File: config.mk
export PLATFORM = sky130hd
export DESIGN_NAME = ram_readout
export DESIGN_NICKNAME = d
export VERILOG_FILES = /design/src/rtl/ram_readout.sv
export SDC_FILE = /design/constraint.sdc
export NUM_CORES = 1
export LEC_CHECK = 0
export ABC_AREA = 1
export CAP_MARGIN = 10
export CORE_UTILIZATION = 25
export DETAILED_ROUTE_END_ITERATION = 8
export HOLD_SLACK_MARGIN = 0.08
export PLACE_DENSITY = 0.45
export SLEW_MARGIN = 0
export SYNTH_ARGS = -nofsm -noshare
export SYNTH_HDL_FRONTEND = slang
export SYNTH_SLANG_ARGS = --single-unit
File: constraint.sdc
create_clock -name clock -period 2.1 [get_ports clock]
set_clock_uncertainty 0.05 [all_clocks]
set_input_delay 0.42 -clock clock [delete_from_list [all_inputs] [get_ports clock]]
set_output_delay 0.42 -clock clock [all_outputs]
set_load 0.01 [all_outputs]
File: src/rtl/ram_readout.sv
// ram_readout: arms a capture RAM, waits for it to fill, then streams every
// word out in ascending address order over a valid/ready handshake.
module ram_readout #(
    parameter int NB_ADDR    = 11,
    parameter int NB_DATA    = 16,
    parameter int RD_LATENCY = 3
) (
    input  logic               clock,
    input  logic               cpu_reset,
    input  logic               in_start,
    input  logic               in_abort,
    input  logic               in_full_from_ram,
    input  logic [NB_DATA-1:0] in_data_from_ram,
    input  logic               in_ready,
    output logic               out_log_ram_run,
    output logic [NB_ADDR-1:0] out_ram_read_addr,
    output logic [NB_DATA-1:0] out_data,
    output logic               out_valid,
    output logic               out_busy,
    output logic               out_done
);

    typedef enum logic [2:0] {
        ST_IDLE,
        ST_LOG,
        ST_WAIT,
        ST_SEND,
        ST_DONE
    } state_t;

    localparam logic [3:0]         LAT_LAST  = 4'(RD_LATENCY);
    localparam logic [NB_ADDR-1:0] ADDR_LAST = '1;
    localparam logic [NB_ADDR-1:0] ADDR_ONE  = NB_ADDR'(1);

    state_t             state_q;
    logic [3:0]         latCnt_q;
    logic [NB_ADDR-1:0] addr_q;
    logic [NB_DATA-1:0] data_q;
    logic               run_q;
    logic               valid_q;
    logic               busy_q;
    logic               done_q;

    // Control FSM with all outputs registered alongside the state; reset beats
    // abort, abort beats start and transfers.
    always_ff @(posedge clock) begin
        if (cpu_reset) begin
            state_q  <= ST_IDLE;
            latCnt_q <= '0;
            addr_q   <= '0;
            data_q   <= '0;
            run_q    <= 1'b0;
            valid_q  <= 1'b0;
            busy_q   <= 1'b0;
            done_q   <= 1'b0;
        end else if (in_abort) begin
            state_q  <= ST_IDLE;
            latCnt_q <= '0;
            run_q    <= 1'b0;
            valid_q  <= 1'b0;
            busy_q   <= 1'b0;
            done_q   <= 1'b0;
        end else begin
            case (state_q)
                ST_IDLE: begin
                    done_q <= 1'b0;
                    if (in_start) begin
                        state_q <= ST_LOG;
                        run_q   <= 1'b1;
                        busy_q  <= 1'b1;
                    end
                end
                ST_LOG: begin
                    if (in_full_from_ram) begin
                        state_q  <= ST_WAIT;
                        addr_q   <= '0;
                        latCnt_q <= '0;
                    end
                end
                ST_WAIT: begin
                    if (latCnt_q == LAT_LAST) begin
                        state_q <= ST_SEND;
                        data_q  <= in_data_from_ram;
                        valid_q <= 1'b1;
                    end else begin
                        latCnt_q <= latCnt_q + 4'd1;
                    end
                end
                ST_SEND: begin
                    if (in_ready) begin
                        valid_q <= 1'b0;
                        if (addr_q == ADDR_LAST) begin
                            state_q <= ST_DONE;
                            run_q   <= 1'b0;
                            done_q  <= 1'b1;
                        end else begin
                            state_q  <= ST_WAIT;
                            addr_q   <= addr_q + ADDR_ONE;
                            latCnt_q <= '0;
                        end
                    end
                end
                ST_DONE: begin
                    state_q <= ST_IDLE;
                    done_q  <= 1'b0;
                    busy_q  <= 1'b0;
                end
                default: begin
                    state_q <= ST_IDLE;
                    run_q   <= 1'b0;
                    valid_q <= 1'b0;
                    busy_q  <= 1'b0;
                    done_q  <= 1'b0;
                end
            endcase
        end
    end

    assign out_log_ram_run   = run_q;
    assign out_ram_read_addr = addr_q;
    assign out_data          = data_q;
    assign out_valid         = valid_q;
    assign out_busy          = busy_q;
    assign out_done          = done_q;

endmodule

==> results.md <==
* CP cell instances: ha_1 -> nand2_1 -> nor2_2 -> nand4_4 -> nand3_2 -> nand2_1 -> nand2_1 -> nor2_1
* Compound-Gate Fraction of Synth Area at 0.0780
* Worst Path Class, Setup: flip-flop to flip-flop
* Min Clock Period, post-route at 1.87 ns
* Die height at about 90 um
* CTS Root Cell: clkbuf_8
* # rows at 32
* Layout Cells excl Fill at approximately 470
* CP required at roughly 2.3 ns
* Leading area contributor after synthesis: dfxtp_1
* Largest net degree at the start of global routing at 27
* Largest family of logic cells by synthesized area: simple AND/OR/NAND/NOR gates
* Layout cells sized above 1 at 0.0964
* Clk buf depth at 2
* Max cap viols at 0
* Synth Area in Adders at 0.0126
* CP max stage delay at 0.42 ns
* Vias in the first global route at around 2000
* Fmax at between 0.5 and 0.6 GHz
* Maximum VDD drop at ~0.29 mV
* Antenna-violating nets left at 0
* Critical Path Start Type: flip-flop
* RSZ-0062 raised after global routing: no
* Avg Inst Size Synth at between 6 and 7 sq um
* Core Box Area at 7730 sq um
* Synth top area share at 0.382
* Post-synthesis mux area share at 0
* Max transition margin at 0.505
* Num CTS Buffers at 5
* Diode count at 0
* Overflow after GRT at 0
* Inst Count DP at 457
* Total number of vias at 2005
* Crit path buf inv count at 0
* Hold path start: out_done
* Reg-to-Reg Start: out_ram_read_addr[0]
* DIE WIDTH at about 91 um
* Worst EP arrival at around 2.0 ns
* P_leak at about 1.2 nW
* Die area at just over 8000 sq um
* Post-DR vias/cell at around 4.3
* PwrDens at around 610 nW/um^2
* Mapped Cells at between 300 and 400
* Run status: complete, no violations
* Port Buffers at between 50 and 60
* Clk Latency, worst-skew pair at 0.30 ns
* Ranking of synthesized cells by area: dfxtp_1 (38%), nor2_1 (14%), nand2_1 (11%)
* CP most frequent cell: nand2_1
* Clock sink count at 38
* Tightest Pin Transition at about 0.74 ns
* Nets at between 300 and 400
* Setup TNS at 0 ns
* Mapped cell area at approximately 2000 sq um
* Setup Viol. Count Final at 0
* Cts hold-fix bufs at 0
* Gpl congestion at around 0.8
* DR DRC count at 0
* Ports at 53
* First-pass GRT wire length at 9.53 mm
* Global Route Usage Sum at 0.142
* Worst setup EP type: flip-flop
* Slowest-stage cell, CP: dfxtp_1
* CP delay by family, top: simple AND/OR/NAND/NOR gates
* Post-Synth XOR/XNOR Area at 0
* Area delta synth->final at 40.3%
* Critical path startpoint: out_ram_read_addr[0]
* CTS clock-pin slew for the worst setup and hold paths at about 0.08 ns
* DP HPWL at 3.77 mm
* Crit share post-route at 0.889
* Syn_nets at 327
* Syn. warnings at 0
* Final instance area at between 2000 and 3000 sq um
* Crit path max fanout at 21
* Yosys reg bits at 38
* Initial antenna violation count at 0
* Drt pass-1 iters at 5
* Final Hold Fails at 0
* Hold WC Path Type: flip-flop to flip-flop
* Post-Synth Simple-Gate Area at 0.415
* DRT iter0 DRCs at around 90
* Routed WL at 5.24 mm
* Placed instance area at 2640 sq um
* CTS tree: built
* H-Tree Depth at 2
* Pins Over Slew Limit at 0
* Initial core utilization at 0.257
* Yosys cell types at 28
* Total power at about 0.0017 W
* Sequential cell area fraction in the yosys report at 0.382
* DR WL/cell at approximately 11 um
==> what timing repair did <==
item	in CTS	in global routing
gates resized for setup	0	1
buffers inserted	0	0
endpoints found under the setup margin	0	4
==> synth_stat cells <==
master,n
nor3b_1,1
ha_1,2
buf_2,2
inv_4,1
nand3_1,11
buf_4,3
buf_6,2
o21ai_0,19
nand3_2,1
o21ai_1,1
inv_1,37
nor2_2,5
nor3_1,3
clkbuf_1,1
nand2_2,3
nor2_8,1
nand4_4,1
inv_2,4
o211ai_1,1
nand2_1,58
o21bai_1,1
nor2_1,76
nand4_1,20
dfxtp_1,38
a21oi_1,8
nor2_4,1
buf_1,1
nand3b_1,1
==> final timing paths <==
check	endpoint	slack, ns	depth (start not counted)
hold / removal	out_done	0.41	2
hold reg to reg	out_done	0.41	2
setup / recovery	out_ram_read_addr[0]	0.23	8
setup reg to reg	out_ram_read_addr[0]	0.23	8
==> cells by family (layout without fill, tap and decap cells) <==
group | count (synthesis) | in the layout
simple gates | 182 | 182
compound gates | 30 | 30
buf+inv | 51 | 111
flops | 38 | 38
fa+ha+maj | 2 | 2
==> area by class of cell <==
type | count | area [sq um]
Fill cell | 840 | 4940
Multi-Input combinational cell | 214 | 1010
Sequential cell | 38 | 761
Timing Repair Buffer | 61 | 588
Inverter | 42 | 160
Tap cell | 102 | 128
Clock buffer | 6 | 82.6
Clock inverter | 2 | 60.1
==> power by group <==
part           leakage, nW  internal [W]  switching, W  total (W)
logic                0.806     0.0000805     0.0000859   0.000166
registers            0.307      0.000731    0.00000982   0.000741
clock network       0.0714      0.000507      0.000281   0.000788
==> sequential cells by signal, summed over array words and instances (netlist names) <==
signal             count
out_data              16
out_ram_read_addr     11
out_valid              1
latCnt_q               4
out_busy               1
out_done               1
out_log_ram_run        1
state_q                3
==> through the flow <==
step           setup WS, ns  hold WS, ns  utilization
2_1_floorplan         0.556        0.419            -
3_3_place_gp          0.132        0.392        0.342
3_5_place_dp          0.136        0.402        0.342
4_1_cts               0.114        0.416        0.360
5_1_grt            0.000391        0.437        0.361
6_report              0.233        0.410        0.361
==> per-layer routing <==
layer / GRT usage / share of wire
met5: 0 / 0
met4: 0.0437 / 0.013
met3: 0.0528 / 0.069
met2: 0.228 / 0.44
met1: 0.177 / 0.48
==> worst min-delay path: cells and delay by family, from the launching register on <==
| family | cells | cell delay (ns) |
|---|---|---|
| flip-flops | 1 | 0.32 |
| AO/OA/AOI/OAI | 1 | 0.06 |
| buffers and inverters | 1 | 0.05 |
==> layout by cell type (no fill, tap or decap), types with 4 or more instances in the layout <==
cell	synthesis	layout
nor2_1	76	76
nand4_1	20	20
clkdlybuf4s50_1	0	52
nand3_1	11	10
inv_1	37	37
inv_2	4	4
o21ai_0	19	19
clkbuf_8	0	6
dfxtp_1	38	38
buf_4	3	9
nand2_1	58	58
nor2_2	5	5
a21oi_1	8	8
Note: power is estimated with default switching activity, not from simulation.
